[config.mk]
export PLATFORM = sky130hd
export DESIGN_NAME = spi_flash_page_program
export DESIGN_NICKNAME = d
export VERILOG_FILES = /design/src/rtl/spi_flash_page_program.sv
export SDC_FILE = /design/constraint.sdc
export NUM_CORES = 1
export LEC_CHECK = 0
export CAP_MARGIN = 20
export CORE_ASPECT_RATIO = 0.7
export CORE_MARGIN = 2
export CORE_UTILIZATION = 25
export DETAILED_ROUTE_END_ITERATION = 16
export MAX_ROUTING_LAYER = met4
export PLACE_DENSITY = 0.37
export SETUP_SLACK_MARGIN = 0.1
export SYNTH_ARGS = -nofsm -noshare
export SYNTH_HDL_FRONTEND = slang
export SYNTH_SLANG_ARGS = --single-unit
[constraint.sdc]
create_clock -name sys_clk -period 2.6 [get_ports sys_clk]
set_clock_uncertainty 0.1 [all_clocks]
set_input_delay 0.26 -clock sys_clk [delete_from_list [all_inputs] [get_ports sys_clk]]
set_output_delay 0.26 -clock sys_clk [all_outputs]
set_load 0.02 [all_outputs]
[src/rtl/spi_flash_page_program.sv]
// spi_flash_page_program: one-shot SPI master that issues WREN and
// then PAGE PROGRAM with an incrementing byte pattern after reset.
module spi_flash_page_program #(
  parameter int unsigned POWERUP_CYCLES = 500000,
  parameter int unsigned CS_GAP_CYCLES  = 10,
  parameter logic [23:0] PAGE_ADDR      = 24'h000000,
  parameter int unsigned BYTE_NUM       = 256,
  parameter logic [7:0]  DATA_START     = 8'h00
) (
  input  logic sys_clk,
  input  logic sys_rst_n,
  input  logic spi_miso,
  output logic spi_sclk,
  output logic spi_cs,
  output logic spi_mosi
);

  typedef enum logic [2:0] {
    ST_POWERUP,
    ST_WREN,
    ST_GAP,
    ST_PP,
    ST_DONE
  } state_t;

  typedef enum logic [1:0] {
    PH_LEAD,
    PH_SHIFT,
    PH_TAIL
  } phase_t;

  localparam logic [31:0] PU_LAST  = 32'(POWERUP_CYCLES - 1);
  localparam logic [31:0] GAP_LAST = 32'(CS_GAP_CYCLES - 1);
  localparam logic [8:0]  PP_LAST  = 9'(BYTE_NUM + 3);

  state_t      state;
  state_t      state_n;
  phase_t      ph;
  logic [1:0]  q;
  logic [2:0]  bit_idx;
  logic [8:0]  byte_idx;
  logic [31:0] cnt;

  logic        in_frame;
  logic        q_end;
  logic        bit_end;
  logic        byte_end;
  logic        last_byte;
  logic        frame_end;
  logic [8:0]  data_k;
  logic [7:0]  cur_byte;
  logic        cs_d;
  logic        sclk_d;
  logic        mosi_d;

  // The flash data output is never read back.
  logic        unused_miso;
  assign unused_miso = spi_miso;

  assign in_frame  = (state == ST_WREN) || (state == ST_PP);
  assign q_end     = (q == 2'd3);
  assign bit_end   = in_frame && (ph == PH_SHIFT) && q_end;
  assign byte_end  = bit_end && (bit_idx == 3'd7);
  assign last_byte = (state == ST_WREN) ? (byte_idx == 9'd0)
                                        : (byte_idx == PP_LAST);
  assign frame_end = (ph == PH_TAIL) && q_end;
  assign data_k    = byte_idx - 9'd4;

  // Byte currently on the wire: opcode, address, then data pattern.
  always_comb begin
    cur_byte = 8'h00;
    if (state == ST_WREN) begin
      cur_byte = 8'h06;
    end else begin
      unique case (1'b1)
        (byte_idx == 9'd0): cur_byte = 8'h02;
        (byte_idx == 9'd1): cur_byte = PAGE_ADDR[23:16];
        (byte_idx == 9'd2): cur_byte = PAGE_ADDR[15:8];
        (byte_idx == 9'd3): cur_byte = PAGE_ADDR[7:0];
        default:            cur_byte = DATA_START + data_k[7:0];
      endcase
    end
  end

  // Next-state and pin decode; pins are registered below.
  always_comb begin
    state_n = state;
    cs_d    = 1'b1;
    sclk_d  = 1'b0;
    mosi_d  = 1'b0;
    unique case (state)
      ST_POWERUP: begin
        if (cnt == PU_LAST) state_n = ST_WREN;
      end
      ST_WREN: begin
        cs_d   = 1'b0;
        sclk_d = (ph == PH_SHIFT) && q[1];
        mosi_d = (ph == PH_SHIFT) && cur_byte[~bit_idx];
        if (frame_end) state_n = ST_GAP;
      end
      ST_GAP: begin
        if (cnt == GAP_LAST) state_n = ST_PP;
      end
      ST_PP: begin
        cs_d   = 1'b0;
        sclk_d = (ph == PH_SHIFT) && q[1];
        mosi_d = (ph == PH_SHIFT) && cur_byte[~bit_idx];
        if (frame_end) state_n = ST_DONE;
      end
      ST_DONE: begin
        state_n = ST_DONE;
      end
      default: begin
        state_n = ST_POWERUP;
      end
    endcase
  end

  // State register.
  always_ff @(posedge sys_clk or negedge sys_rst_n) begin
    if (!sys_rst_n) state <= ST_POWERUP;
    else            state <= state_n;
  end

  // Wait counter for power-up and the chip-select gap.
  always_ff @(posedge sys_clk or negedge sys_rst_n) begin
    if (!sys_rst_n) begin
      cnt <= '0;
    end else if (state_n != state) begin
      cnt <= '0;
    end else if (state == ST_POWERUP || state == ST_GAP) begin
      cnt <= cnt + 32'd1;
    end
  end

  // Quarter-bit counter, free running inside a frame.
  always_ff @(posedge sys_clk or negedge sys_rst_n) begin
    if (!sys_rst_n)     q <= 2'd0;
    else if (in_frame)  q <= q + 2'd1;
    else                q <= 2'd0;
  end

  // Frame phase: one idle bit lead-in, shifting, one idle bit tail.
  always_ff @(posedge sys_clk or negedge sys_rst_n) begin
    if (!sys_rst_n) begin
      ph <= PH_LEAD;
    end else if (!in_frame) begin
      ph <= PH_LEAD;
    end else if (q_end) begin
      unique case (ph)
        PH_LEAD:  ph <= PH_SHIFT;
        PH_SHIFT: if (byte_end && last_byte) ph <= PH_TAIL;
        PH_TAIL:  ph <= PH_LEAD;
        default:  ph <= PH_LEAD;
      endcase
    end
  end

  // Bit position within the current byte, MSB first.
  always_ff @(posedge sys_clk or negedge sys_rst_n) begin
    if (!sys_rst_n)     bit_idx <= 3'd0;
    else if (!in_frame) bit_idx <= 3'd0;
    else if (bit_end)   bit_idx <= bit_idx + 3'd1;
  end

  // Byte position within the frame.
  always_ff @(posedge sys_clk or negedge sys_rst_n) begin
    if (!sys_rst_n)     byte_idx <= 9'd0;
    else if (!in_frame) byte_idx <= 9'd0;
    else if (byte_end && !last_byte)
      byte_idx <= byte_idx + 9'd1;
  end

  // Registered SPI pins keep the bus glitch free.
  always_ff @(posedge sys_clk or negedge sys_rst_n) begin
    if (!sys_rst_n) begin
      spi_cs   <= 1'b1;
      spi_sclk <= 1'b0;
      spi_mosi <= 1'b0;
    end else begin
      spi_cs   <= cs_d;
      spi_sclk <= sclk_d;
      spi_mosi <= mosi_d;
    end
  end

endmodule

# After elaboration in Yosys (flattened, before gate mapping)
# Index checks and enable logic that the tools add are counted.
totals:
  elab_cells: 77
  out_inout_bits: 3
  input_bits: 3
  regBits: 54
op_classes:
  reduce_logical: 18
  n_mux: 24
  magnitude_cmp: 1
  n_bitwise: 1
  eq_ne: 19
  add_sub_neg: 5
op_table:
  columns: ["operator", "n"]
  rows:
  - ["$mux W32", 2]
  - ["$add A32 B1 Y32 const B", 1]
  - ["$eq A32 B19 Y1 const B", 1]
  - ["$eq A32 B4 Y1 const B", 1]
  - ["$eq A9 B2 Y1 const B", 2]
  - ["$mux W3", 6]
  - ["$mux W9", 2]
  - ["$pmux W8 S2", 1]
  - ["$pmux W3 S5", 1]
  - ["$add A9 B1 Y9 const B", 1]
  - ["$eq A9 B1 Y1 const B", 1]
  - ["$eq A9 B9 Y1 const B", 1]
  - ["$logic_not A9 Y1", 1]
  - ["$logic_and A1 B1 Y1", 8]
  - ["$mux W2", 4]
  - ["$mux W8", 1]
  - ["$sub A8 B3 Y8 const B", 1]
  - ["$eq A3 B2 Y1 const B", 2]
  - ["$eq A3 B3 Y1 const B", 2]
  - ["$ne A2 B1 Y1 const B", 3]
  - ["$mux W1", 5]
  - ["$eq A2 B2 Y1 const B", 2]
  - ["$lt A3 B4 Y1 const B", 1]
  - ["$pmux W2 S2", 1]
  - ["16 further kinds", 17]

# Depth between registers and ports, before layout
# Gate-level depths: netlist of the first run.
logic_depth:
  ltp_word: 10
  ltp_mapped: 8
  mapped_depth_nobuf: 7

# Worst setup path before layout of the first run
# No wires, ideal clock.
synth_path:
  path_kind: "flip-flop to flip-flop"
  start: "reg cnt[16]"
  end: "reg cnt[30]"
  required_ps: 2374
  synth_period_minus_slack_ps: 1895
  path_buffers: 1
  arrival_ps: 1669
  stages_incl_launch_ff: 7
  setup_time_ps: 126
  path_slack_ps: 705
  cell_sequence: "dfrtp_1 > nand4_2 > or4_1 > a211oi_2 > nand3b_4 > buf_6 > a21oi_1"
synth_via:
  elab_chain_len: 5
  elab_cells_between_ends: 10
  cone_classes: "1 x add/sub; 3 x eq/ne; 5 x mux; 1 x reduce/logical"
synth_lines:
  columns: ["element", "line_no", "rtl"]
  rows:
  - ["start, declared", "42", "logic [31:0] cnt;"]
  - ["start signal, assigned", "132", "cnt <= cnt + 32'd1;"]
  - ["parallel branches: the longest is 5 deep, another holds $add A32 B1 Y32", null, null]
# Several ways; the timed one is not identified. The select of a mux whose other input is x is not followed.
# A chain may end at the register's enable or synchronous reset.

# Worst setup path after layout of the first run
layout_path:
  start: "reg cnt[0]"
  end: "reg cnt[29]"
# Same word-level chain as after synthesis.

==> key figures, run 1 <==
Status
  – Status: complete, no violations

Layout
  – Number of diodes: 0
  – NumNets Final: 355
  – Final core utilization: 29.5%
  – Area grow syn2layout: 13.5%
  – Layout cells sized above 1: 7.92%
  – Fillers: 1237

Power
  – Peak VDD IR: 0.250 mV
  – Leak pwr: 1.43 nW
  – Pwr Density: 454 mW/mm2

Synth
  – Area leader, netlist: dfrtp_1
  – Post-synth top flop: dfrtp_1
  – Async S/R FF share, synth: 100%
  – Count of cell types in the netlist: 49
  – Gate Count Post-Synth: 331
  – Post-Synthesis Cell Area: 0.00308 mm2
  – Syn Nets: 346
  – Top-area cell type share of the netlist area: 43.0%
  – Top cells by area, synth: dfrtp_1 (43%), xor2_1 (7.7%), nor2_1 (6.2%)
  – Avg Inst Size Synth: 9.31 um2
  – Register bit count reported by yosys: 54
  – Commonest cells in the synthesized netlist: dfrtp_1 (53), nor2_1 (51), xor2_1 (27)
  – Total of warnings raised by yosys: 0
  – EDFF count, synth: 0
  – Cell with the most instances after synthesis: dfrtp_1
  – Sequential element share of the synthesized area: 43.9%

Global routing
  – Initial antenna violation count: 0
  – Vias in the first global route: 2309
  – Gr usage total: 12.7%
  – First-pass GRT wire length: 12800 um
  – Largest net degree at the start of global routing: 33
  – GR Overflow Total: 0

Routing
  – Via Count: 2326
  – # DRC: 0
  – Post-route ant nets: 0
  – Via/cell ratio: 4.67
  – Routed WL: 7470 um
  – Iteration-0 DRC count of the detailed router: 112
  – First-pass DRT Iterations: 4
  – WL/cell: 15.0 um

CTS
  – Clock slew at reported path FFs: 0.08 ns
  – CTS root buffer: clkbuf_16
  – CTS tree: done
  – CTS sink cnt: 54
  – CTS Buffer Depth: 2
  – Htree depth: 2
  – Cts bufs inserted: 5
  – Clock Latency Late Sink: 0.30 ns

Critical path
  – Worst path arrival time: 2.27 ns
  – Data required, critical path: 2.66 ns
  – Kind of critical path: flip-flop to flip-flop
  – Worst Setup End Kind: flip-flop
  – Startpoint type of the worst setup path: flip-flop
  – Crit-path max FO: 32

Die
  – Die Area: 0.0132 mm2
  – Die X: 137 um
  – Num rows: 33
  – Core area: 0.0119 mm2
  – Die Y: 96.9 um
  – Top Ports: 6
  – Initial core utilization: 26.0%

Timing
  – RSZ-0062 raised after global routing: false
  – Worst Tran Pin Value: 0.588 ns
  – Clock period minus worst slack: 2.20 ns
  – Count of final setup violators: 0
  – FMAX: 0.454 GHz
  – Slew Limit Fails: 0
  – Final hold vios: 0
  – Slew margin rel.: 60.8%
  – Sum of negative setup slack: 0 ns
  – Tcrit/Tclk final: 84.8%

Hold path
  – Hold WC Path Type: flip-flop to flip-flop

Run
  – Max Cap Violations: 0

Placement
  – Post-DP HPWL: 5220 um
  – Number of I/O port buffers: 4
  – Routability congestion estimate: 0.774
## worst max-delay path, cell delays in order (launching register included)
cell and delay (ns):
dfrtp_1 0.41, ha_1 0.22, nand4_1 0.09, or4_1 0.42
a211oi_2 0.28, nand3b_4 0.43, nor2_1 0.10
## cell usage in the layout (no fill, tap or decap), types with 3 or more instances in the layout
cell,n
o21ai_0,9
nand4_1,19
nand2b_1,6
nor2b_1,4
nor4_1,7
nand2_1,19
nor2_1,51
ha_1,12
or3_1,6
xor2_1,27
xnor2_1,8
inv_1,10
clkbuf_16,5
mux2i_1,3
clkdlybuf4s50_1,3
nor3_1,3
buf_4,9
dfrtp_1,53
and2_1,3
and4_1,3
a21oi_1,10
a211oi_1,4
nand3_1,26
and3_1,4
## per-layer routing
layer | wire (um) | global-route usage (%) | up-vias
met5 | 0 | - | -
met4 | 61 | 2.64 | 0
met3 | 233 | 2.73 | 8
met2 | 2690 | 15.3 | 23
met1 | 4490 | 20.8 | 1104
li1 | - | - | 1191
## worst paths after layout
| path | startpoint | endpoint | slack, ns | cells past startpoint |
|---|---|---|---|---|
| max | cnt[0] | cnt[29] | 0.40 | 6 |
| min | q[0] | q[0] | 0.34 | 1 |
| max reg2reg | cnt[0] | cnt[29] | 0.40 | 6 |
| min reg2reg | q[0] | q[0] | 0.34 | 1 |
| max in group asynchronous | sys_rst_n | cnt[24] | 1.41 | 3 |
| min in group asynchronous | sys_rst_n | q[0] | 0.39 | 2 |
## through the flow
step	setup slack, ns	hold WS (ns)	power [mW]	std cells	instance area, um2
floorplan	0.705	-0.136	0.856	331	3080
global placement	0.391	0.192	0.879	489	3330
detailed placement	0.378	0.199	0.879	489	3330
CTS	0.358	0.344	1.61	498	3500
global route	0.171	0.360	1.66	498	3500
finish	0.396	0.340	1.59	498	3500
## kinds of logic (layout without fill, tap and decap cells)
group / count (synthesis) / in the layout / synth area share, %
and+or+nand+nor: 166 / 166 / 28.7
adders and majority gates: 12 / 12 / 4.87
xor gates and xnor gates: 35 / 35 / 9.95
DFF: 54 / 54 / 43.9
muxes: 3 / 3 / 0.974
AOI/OAI and AO/OA: 37 / 37 / 7.80
buffers and inverters: 24 / 34 / 3.78
## repair_timing
action                                 CTS  global route
endpoints found under the hold margin   21             0
hold buffers                             1             0
resized for setup                        0             0
setup buffers                            0             0
## final cells by class
cell class	instances	area (um2)	area share [%]
flip-flops and latches	54	1350	38.7
multi-input cells	253	1620	46.3
clock buffers	6	139	3.97
inverters	11	41.3	1.18
repair buffers	15	133	3.79
well taps	157	196	5.62
clock inverters	2	16.3	0.465
## state kept, by name, summed over array words and instances, names as in the netlist
| register | count |
|---|---|
| bit_idx | 3 |
| byte_idx | 9 |
| cnt | 32 |
| ph | 2 |
| q | 2 |
| spi_cs | 1 |
| spi_mosi | 1 |
| spi_sclk | 1 |
| state | 3 |
## power breakdown
| group | leakage (nW) | internal, mW | total, mW | switching [mW] |
|---|---|---|---|---|
| clock | 0.0735 | 0.388 | 0.726 | 0.337 |
| combinational | 0.625 | 0.00453 | 0.0223 | 0.0177 |
| sequential | 0.737 | 0.839 | 0.839 | 0 |
Power figures use the tool's default switching activity.
==> run 2: changes to the inputs <==
==> constraint.sdc (replaced) <==
create_clock -name sys_clk -period 2.2 [get_ports sys_clk]
set_clock_uncertainty 0.1 [all_clocks]
set_input_delay 0.22 -clock sys_clk [delete_from_list [all_inputs] [get_ports sys_clk]]
set_output_delay 0.22 -clock sys_clk [all_outputs]
set_load 0.02 [all_outputs]
==> run 2 against run 1 <==
Against the previous run:
- first-iteration DRC count grew 37%
- fmax grew 4.6%
- cell area grew 8.5%
- routed wire length grew 3.5%
- flip-flop and latch count is the same
- register-to-register slack lost 0.30 ns
- count of clock-buffer cells in the layout grew 1
- non-clock buffer count grew 30
- critical path depth grew 1
- via count grew 5.3%
==> key figures, run 2 (synthesized netlist as in run 1, its figures left out) <==
Critical path
  – Startpoint type of the worst setup path: flip-flop
  – Worst path arrival time: 2.19 ns
  – Kind of critical path: flip-flop to flip-flop
  – R2r startpoint: cnt[1]
  – Crit-path max FO: 10
  – Crit path launch: cnt[1]
  – Worst Setup End Kind: flip-flop
  – Data required, critical path: 2.28 ns

Timing
  – Worst Tran Pin Value: 0.424 ns
  – Clock period minus worst slack: 2.11 ns
  – Slew margin rel.: 71.4%
  – RSZ-0062 raised after global routing: true
  – Slew Limit Fails: 0
  – Count of final setup violators: 0
  – FMAX: 0.475 GHz
  – Final hold vios: 0
  – Sum of negative setup slack: 0 ns
  – Tcrit/Tclk final: 95.8%
  – Hold slack: 0.331 ns

Global routing
  – First-pass GRT wire length: 12900 um
  – Gr usage total: 12.7%
  – Initial antenna violation count: 0
  – Vias in the first global route: 2392
  – Largest net degree at the start of global routing: 55
  – GR Overflow Total: 0

Layout
  – Layout cells sized above 1: 16.7%
  – NumNets Final: 385
  – Register area: 0.00135 mm2
  – Fillers: 1244
  – Most common cell after layout, fill and taps aside: dfrtp_1
  – Largest register by flop count: cnt
  – Top Registers: cnt: 32 flops, byte_idx: 9 flops
  – Most frequent cells in the layout: dfrtp_1 (52), nor2_1 (48), buf_4 (36)
  – Number of diodes: 0
  – Max reg flops: 32
  – Area of the multi-input gates: 0.00165 mm2
  – Area grow syn2layout: 23.1%

Power
  – Peak VDD IR: 0.403 mV
  – Pwr Density: 504 mW/mm2
  – Power share of the clock group: 46.7%
  – Switching Share: 19.6%
  – Leak pwr: 1.60 nW
  – Register share of total power: 51.9%
  – NetSw: 0.374 mW
  – Internal: 1.54 mW
  – Comb power frac: 1.4%

Die
  – Die Area: 0.0132 mm2
  – Core area: 0.0119 mm2
  – Die Y: 96.9 um
  – Die X: 137 um
  – Top Ports: 6
  – Initial core utilization: 26.0%
  – Num rows: 33

Hold path
  – Hold WC Path Type: flip-flop to flip-flop
  – Hold wc startpoint: q[0]

CTS
  – CTS Buffer Depth: 2
  – CTS tree: done
  – CTS root buffer: clkbuf_16
  – Clock Latency Late Sink: 0.29 ns
  – Clock slew at reported path FFs: 0.07 ns
  – CTS sink cnt: 54
  – Cts bufs inserted: 5
  – Htree depth: 2

Routing
  – First-pass DRT Iterations: 4
  – Post-route ant nets: 0
  – Iteration-0 DRC count of the detailed router: 153
  – WL/cell: 14.6 um
  – Via/cell ratio: 4.64
  – # DRC: 0
  – Routed WL: 7730 um
  – Via Count: 2450

Placement
  – Routability congestion estimate: 0.739
  – Number of I/O port buffers: 4
  – Post-DP HPWL: 5470 um

Status
  – Status: complete, no violations

Run
  – Max Cap Violations: 0
==> run 2: final timing paths <==
path	slack (ns)	cells after the start	endpoint
worst max-delay path	0.09	7	cnt[4]
worst min-delay path	0.33	1	q[0]
worst max register to register	0.09	7	cnt[4]
worst min register to register	0.33	1	q[0]
max in group asynchronous	1.37	3	spi_cs
min in group asynchronous	0.35	3	byte_idx[3]
==> run 2: power by group through the flow <==
stage               Combinational [mW]  Sequential, mW  Clock [mW]
finish                          0.0263           0.992       0.893
global route                    0.0315           0.992       0.978
CTS                             0.0289           0.992       0.933
detailed placement              0.0274            1.01           0
global placement                0.0275            1.01           0
floorplan                  0.000000594            1.01           0
==> run 2: per-stage QoR <==
| step | worst slack [ns] | util (%) | instances | instance area (um2) | total power, mW |
|---|---|---|---|---|---|
| after floorplan | 0.305 | - | 331 | 3080 | 1.01 |
| after global routing | 0.00303 | 32.0 | 528 | 3790 | 2.00 |
| after detailed placement | 0.108 | 29.9 | 516 | 3550 | 1.04 |
| after global placement | 0.105 | 29.9 | 516 | 3550 | 1.04 |
| after CTS | 0.131 | 31.4 | 525 | 3720 | 1.95 |
| final | 0.0926 | 32.0 | 528 | 3790 | 1.91 |
==> run 2: routing by layer <==
metal  up-vias  track usage (%)  wire [um]
li1       1243                -          -
met1      1181             21.4       4600
met2        24             15.1       2790
met3         2             2.67        296
met4         0             1.92         39
met5         -                -          0
==> run 2: timing repair <==
action,4_1_cts,5_1_grt
cloned,0,1
setup endpoints to repair,6,34
setup buffers,0,2
pin swaps,1,3
endpoints found under the hold margin,53,0
gates resized for setup,0,10
hold buffers,1,0
==> run 2: cell type report <==
class                   count  area share, %
flip-flops and latches     54           35.7
clock inverters             1          0.791
repair buffers             45           10.3
multi-input cells         253           43.5
well taps                 157           5.18
clock buffers               7           3.49
inverters                  11           1.09
==> run 2: critical path, stage by stage (launching register included) <==
cell and delay (ns):
dfrtp_1 0.39, ha_2 0.21, nand4_1 0.09, or4_4 0.44
a211oi_4 0.29, nand3b_4 0.24, clkbuf_16 0.18, nor2_1 0.05
==> run 3: changes to the inputs <==
--- a/config.mk
+++ b/config.mk
@@ -10,7 +10,6 @@
 export CORE_MARGIN = 2
 export CORE_UTILIZATION = 25
 export DETAILED_ROUTE_END_ITERATION = 16
-export MAX_ROUTING_LAYER = met4
 export PLACE_DENSITY = 0.37
 export SETUP_SLACK_MARGIN = 0.1
 export SYNTH_ARGS = -nofsm -noshare
==> run 3 against run 2 <==
Against the previous run:
- utilization did not move
- cell area unchanged
- non-clock buffer count stayed put
- global-route usage is 0.35 points lower
- clock power barely moved
- critical path type unchanged
- total power is 0.14% higher
- combinational power is essentially flat
==> key figures, run 3 (synthesized netlist as in run 1, its figures left out) <==
Die
  – Die X: 137 um
  – Die Y: 96.9 um
  – Core area: 0.0119 mm2
  – Num rows: 33
  – Die Area: 0.0132 mm2
  – Initial core utilization: 26.0%
  – Top Ports: 6

Layout
  – Most common cell after layout, fill and taps aside: dfrtp_1
  – Largest register by flop count: cnt
  – Area grow syn2layout: 23.1%
  – Max reg flops: 32
  – Most frequent cells in the layout: dfrtp_1 (52), nor2_1 (48), buf_4 (36)
  – Final core utilization: 32.0%
  – NumNets Final: 385
  – Non-Filler Instances: 528
  – Top Registers: cnt: 32 flops, byte_idx: 9 flops
  – Layout cells sized above 1: 16.7%
  – Number of diodes: 0

Placement
  – Routability congestion estimate: 0.731
  – Post-DP HPWL: 5470 um
  – Placed insts: 516
  – Number of I/O port buffers: 4

Power
  – Leak pwr: 1.60 nW
  – Pwr Density: 504 mW/mm2
  – Peak VDD IR: 0.406 mV

CTS
  – CTS sink cnt: 54
  – Clock slew at reported path FFs: 0.07 ns
  – CTS Buffer Depth: 2
  – Cts bufs inserted: 5
  – Clock Latency Late Sink: 0.29 ns
  – Htree depth: 2
  – CTS tree: done
  – CTS root buffer: clkbuf_16

Routing
  – Via/cell ratio: 4.63
  – Iteration-0 DRC count of the detailed router: 180
  – Routed WL: 7730 um
  – # DRC: 0
  – First-pass DRT Iterations: 4
  – Post-route ant nets: 0
  – WL/cell: 14.6 um
  – Via Count: 2443

Timing
  – Sum of negative setup slack: 0 ns
  – Worst Tran Pin Value: 0.429 ns
  – Final hold vios: 0
  – Clock period minus worst slack: 2.12 ns
  – Count of final setup violators: 0
  – Tcrit/Tclk final: 96.3%
  – Slew Limit Fails: 0
  – RSZ-0062 raised after global routing: true
  – FMAX: 0.472 GHz
  – Slew margin rel.: 71.1%

Run
  – Max Cap Violations: 0

Critical path
  – Slowest cell on crit path: or4_4
  – Kind of critical path: flip-flop to flip-flop
  – FF-to-FF path depth: 7
  – Worst Setup End Kind: flip-flop
  – CP peak stage delay: 0.44 ns
  – Worst path arrival time: 2.20 ns
  – CP Cell Sequence: ha_2 -> nand4_1 -> or4_4 -> a211oi_4 -> nand3b_4 -> clkbuf_16 -> nor2_1
  – Reg2reg end: cnt[4]
  – CP Buf/Inv Count: 1
  – Data required, critical path: 2.28 ns
  – Family with the most delay on the worst path: simple AND/OR/NAND/NOR gates
  – Startpoint type of the worst setup path: flip-flop
  – Crit-path max FO: 10
  – R2r startpoint: cnt[1]
  – R2R setup slack: 0.08 ns

Global routing
  – GR Overflow Total: 0
  – First-pass GRT wire length: 12900 um
  – Vias in the first global route: 2386
  – Initial antenna violation count: 0
  – Gr usage total: 12.4%
  – Largest net degree at the start of global routing: 55

Status
  – Status: complete, no violations

Hold path
  – Hold WC Path Type: flip-flop to flip-flop
  – Hold Path End: q[0]
  – Hold depth: 1
  – Hold wc startpoint: q[0]
## run 3: cell counts in the layout (fill, tap and decap cells not counted)
Identical to the previous run, type by type.
## run 3: metal layers
layer	vias up	track usage [%]	wire (um)
met4	0	1.92	42
met2	28	15.1	2830
met1	1166	21.4	4540
met5	-	0	0
li1	1247	-	-
met3	2	2.67	320
## run 3: worst max path at each step
stage / cells past startpoint / slack [ns] / to / startpoint
floorplan: 6 / 0.31 / cnt[30] / cnt[16]
global placement: 7 / 0.11 / cnt[7] / cnt[1]
detailed placement: 7 / 0.11 / cnt[31] / cnt[1]
CTS: 7 / 0.13 / cnt[4] / cnt[1]
global route: 7 / 0.003 / cnt[4] / cnt[1]
finish: 7 / 0.08 / cnt[4] / cnt[1]
## run 3: power by group
| part | internal [mW] | switching, mW | total, mW | leakage, nW |
|---|---|---|---|---|
| logic | 0.00555 | 0.0206 | 0.0262 | 0.789 |
| clock network | 0.539 | 0.356 | 0.896 | 0.0781 |
| registers | 0.992 | 0 | 0.992 | 0.735 |
## run 3: final cells by class
cell class / count / area (um2)
inverter: 11 / 41.3
clock buffer: 7 / 133
timing repair buffer: 45 / 392
sequential: 54 / 1350
tap: 157 / 196
clock inverter: 1 / 30.0
multi-input combinational: 253 / 1650
fill: 1244 / 8060
## run 3: per-stage QoR
stage,power [mW],hold slack (ns),setup slack (ns),instance area [um2]
2_1_floorplan,1.01,-0.176,0.305,3080
3_3_place_gp,1.04,0.150,0.105,3550
3_5_place_dp,1.04,0.150,0.108,3550
4_1_cts,1.95,0.336,0.131,3720
5_1_grt,2.00,0.381,0.00273,3790
6_report,1.91,0.332,0.0809,3790
## run 3: repair_timing
action | in CTS | in global routing
hold buffers | 1 | 0
hold endpoints to repair | 53 | 0
endpoints found under the setup margin | 6 | 34
gates resized for setup | 0 | 10
gates cloned | 0 | 1
buffers inserted | 0 | 2
pin swaps | 1 | 3
